### src/rtl/two_to_one_mux.sv
// two_to_one_mux
// Registered (or optionally combinational) WIDTH-bit 2:1 selector used for
// operand and writeback source selection in the pipelined MIPS datapath.
// The select word is treated as a boolean: zero picks a, any nonzero value picks b.
// Handshake: none. Data is captured on every rising clock edge. There is no
// valid/ready pair, no enable and no hold.
module two_to_one_mux #(
    parameter int WIDTH   = 16,
    parameter bit REG_OUT = 1'b1
) (
    input  logic             clk,
    input  logic             rst,
    input  logic [WIDTH-1:0] a,
    input  logic [WIDTH-1:0] b,
    input  logic [WIDTH-1:0] s,
    output logic [WIDTH-1:0] out
);

    logic             sel;
    logic [WIDTH-1:0] nxt;

    // Select decode and full-width pass-through of the chosen source
    always_comb begin
        sel = |s;
        nxt = sel ? b : a;
    end

    generate
        if (REG_OUT) begin : g_reg
            logic [WIDTH-1:0] out_d;
            logic [WIDTH-1:0] out_q;

            // Next value of the output register is the selection itself
            always_comb begin
                out_d = nxt;
            end

            // Output register: cleared asynchronously, reloaded every edge
            always_ff @(posedge clk or posedge rst) begin
                if (rst) begin
                    out_q <= '0;
                end else begin
                    out_q <= out_d;
                end
            end

            assign out = out_q;
        end else begin : g_comb
            // Clock and reset have no role in the combinational variant
            logic unused_clk_rst;
            assign unused_clk_rst = clk ^ rst;
            assign out = nxt;
        end
    endgenerate

endmodule

### config.mk
export PLATFORM = sky130hd
export DESIGN_NAME = two_to_one_mux
export DESIGN_NICKNAME = d
export VERILOG_FILES = /design/src/rtl/two_to_one_mux.sv
export SDC_FILE = /design/constraint.sdc
export NUM_CORES = 1
export LEC_CHECK = 0
export BUFFER_PORTS_ARGS = -buffer_cell sky130_fd_sc_hd__buf_4
export CORE_MARGIN = 4
export CORE_UTILIZATION = 34
export CTS_CLUSTER_SIZE = 20
export DETAILED_ROUTE_END_ITERATION = 8
export GPL_TIMING_DRIVEN = 0
export PLACE_DENSITY = 0.75
export REMOVE_ABC_BUFFERS = 1
export SKIP_CTS_REPAIR_TIMING = 1
export SLEW_MARGIN = 20
export SYNTH_ARGS = -nofsm -noshare
export SYNTH_HDL_FRONTEND = slang
export SYNTH_SLANG_ARGS = --single-unit
### constraint.sdc
create_clock -name clk -period 0.8 [get_ports clk]
set_input_delay 0.16 -clock clk [delete_from_list [all_inputs] [get_ports clk]]
set_output_delay 0.16 -clock clk [all_outputs]
set_load 0.02 [all_outputs]
# ---- Word level (Yosys, flattened, before mapping)
# Cells that the tools add are included.
dict set report totals {
  inputBits 50
  output_inout_bits 16
  elab_cells 3
  ff_bits 16
}
dict set report op_classes {
  reduce_logical 1
  muxes 1
}
# op n
set ops {}
lappend ops {{16-bit two-way mux} 1}
lappend ops {{16-bit OR reduction} 1}

# ---- Depth between registers and ports, before layout
dict set report logic_depth {
  depth_word 2
  depth_mapped 4
  mapped_depth_nobuf 3
}

# ---- Worst setup path before layout
# OpenSTA, ideal clock, no wires.
dict set report synth_path {
  path_type {input to register}
  startpoint {input port s[12]}
  endpoint {register g_reg.out_q[10] (netlist: out[10])}
  arrival_ps 1214
  t_required_ps 675
  setup_slack_ps -539
  setup_ps 125
  path_stages 4
  path_buffers 1
  path_cell_list {nor4_1 > nand4_2 > buf_6 > mux2_4}
}
dict set report synth_via {
  elab_chain_cells 2
}
# item line
set synth_rtl {}
lappend synth_rtl {{from (decl)} 15} ;# input logic [WIDTH-1:0] s,
lappend synth_rtl {{16-bit OR reduction} 24} ;# sel = |s;
lappend synth_rtl {{16-bit two-way mux} 25} ;# nxt = sel ? b : a;
lappend synth_rtl {{net g_reg.out_d[10]} 30} ;# logic [WIDTH-1:0] out_d;
lappend synth_rtl {{to (signal assigned)} 43} ;# out_q <= out_d;
lappend synth_rtl {{to (decl)} 31} ;# logic [WIDTH-1:0] out_q;
# The timed path passes the listed nets, and every way through them passes these cells.

# ---- Worst setup path in the final report
dict set report layout_path {
  startpoint {input port s[15]}
  endpoint {register g_reg.out_q[11] (netlist: out[11])}
}
# Same word-level chain as after synthesis.

==> results.md <==
* CTS root buffer: clkbuf_4
* Worst setup SP type: input pin
* Worst Setup Path Type: in2reg
* Sequential-to-total area share from yosys stat at 59.1%
* Pwr Density at 1240 nW/µm²
* RSZ-0062 raised after global routing: true
* Syn Inst Count at 39
* Placed Cells at 128
* First-pass GRT wire length at 2760 µm
* Status: finished with violations
* Worst hold path class: in2async
* Setup TNS Final at -6.14 ns
* Synth Register Bits at 16
* Peak VDD IR at 786 µV
* CTS HTree Levels at 1
* Gr usage total at 14.0%
* Via-to-Cell Ratio at 4.63
* Fmax at 0.939 GHz
* Slew Limit Fails at 0
* Num CTS Buffers at 3
* Ant diodes at 0
* Final setup viols at 32
* Pre-antenna DRT Iters at 1
* Synth Cell Area at 677 µm²
* Largest net degree at the start of global routing at 17
* Final Hold Violating Endpoints at 16
* Crit-path max cell delay at 0.30 ns
* Fin nets at 160
* Vias after detailed routing at 616
* Worst Setup SP: s[15]
* CP Capture Point: out[11]$_DFF_PP0_
* Post-place setup slack at -1.08 ns
* Ratio of final minimum period to clock period at 133%
* Die Width at 52.6 µm
* Critical path, cell by cell: buf_4 -> nor4_4 -> nand4_4 -> buf_12 -> mux2_4
* Fraction of layout cells with a size suffix above 1 at 84.3%
* Global route overflow at 0
* Worst-path fanout max at 12
* Required @ worst endpoint at 0.96 ns
* Min Clock Period, post-route at 1.07 ns
* Die height at 52.6 µm
* Final Util at 76.8%
* Post-Route WL at 2050 µm
* Max-slew headroom at the worst pin at 60.2%
* Slowest CP cell: nor4_4
* CTS tree: done
* Final non-filler cell total at 133
* Num Clock Sinks at 16
* Initial core utilization at 37.6%
* Arr. time, crit path at 1.23 ns
* Drt wl/cell at 15.4 µm
* Commonest cells after routing, fill and taps aside: 43 x buf_4, 23 x buf_6, 16 x dfrtp_1
* Antenna-violating nets left at 0
* Vias in the first global route at 633
* Lkg Pwr at 0.000708 µW
* Endpoint class of the critical path: register
* Initial antenna violation count at 0
* Post-synth cell types at 8
* Mapped Avg Cell Area at 17.4 µm²
* Ports at 66
* Max reg flops at 16
* Measured slew at the worst slew-check pin at 0.596 ns
* Hold Slack at -0.0512 ns
* Worst setup margin at -0.265 ns
* Commonest non-fill, non-tap cell in the layout: buf_4
* FP Rows at 15
* DR iter-0 viols at 0
* Core box area at 1800 µm²
* Max-Cap Viols at 0
* Area Growth Syn to Fin at 104%
* GPL Wtd Cong at 0.623
* Synth warn at 0
* IO buf count at 65
* Failing checks: hold timing, setup timing
* Die area at 2770 µm²
* Detailed-route DRC error count at 0
* Reg clk slew, reported paths at 0.09 ns
* Clk buf depth at 2
worst min path at each step:
| stage | from | to |
|---|---|---|
| floorplan | rst | out[0]$_DFF_PP0_ |
| global placement | rst | out[2]$_DFF_PP0_ |
| detailed placement | rst | out[0]$_DFF_PP0_ |
| CTS | rst | out[2]$_DFF_PP0_ |
| global route | rst | out[1]$_DFF_PP0_ |
| finish | rst | out[1]$_DFF_PP0_ |
metal layers:
metal | up-vias | track usage (%) | part of all wire (%)
met3 | 0 | 5.41 | 12
met5 | - | 0 | 0
met4 | 0 | 6.38 | 0
met1 | 282 | 15.3 | 35
met2 | 51 | 23.8 | 53
li1 | 283 | - | -
logic make-up after synthesis:
logic type	Yosys count	synth area share [%]
buf+inv	2	2.22
flops	16	59.1
mux	16	32.2
simple gates	5	6.47
cells in the mapped netlist, drive strengths merged:
library cell | instances | area, µm²
dfrtp | 16 | 400
inv | 1 | 3.75
buf | 1 | 11.3
mux2 | 16 | 218
nor4 | 4 | 31.3
nand4 | 1 | 12.5
power by group:
group | switching, µW | total [µW] | internal, µW
Clock | 229 | 403 | 174
Combinational | 159 | 450 | 291
Sequential | 19.1 | 868 | 849
per-stage QoR:
stage                     cell area, µm²  power (µW)
after global routing                1380        1800
after CTS                           1210        1670
after global placement              1180        1250
final                               1380        1720
after floorplan                      666         999
after detailed placement            1180        1260
critical path: cells and delay by family:
| kind | cells | cell delay [ns] |
|---|---|---|
| AND/OR/NAND/NOR | 2 | 0.46 |
| buffers and inverters | 2 | 0.31 |
| multiplexers | 1 | 0.30 |
final cells by class:
class	instances	area [µm²]
well taps	25	31.3
multi-input cells	21	324
fillers	127	418
repair buffers	67	602
flip-flops and latches	16	400
clock buffers	3	22.5
inverters	1	3.75
(Power assumes the default switching activity.)
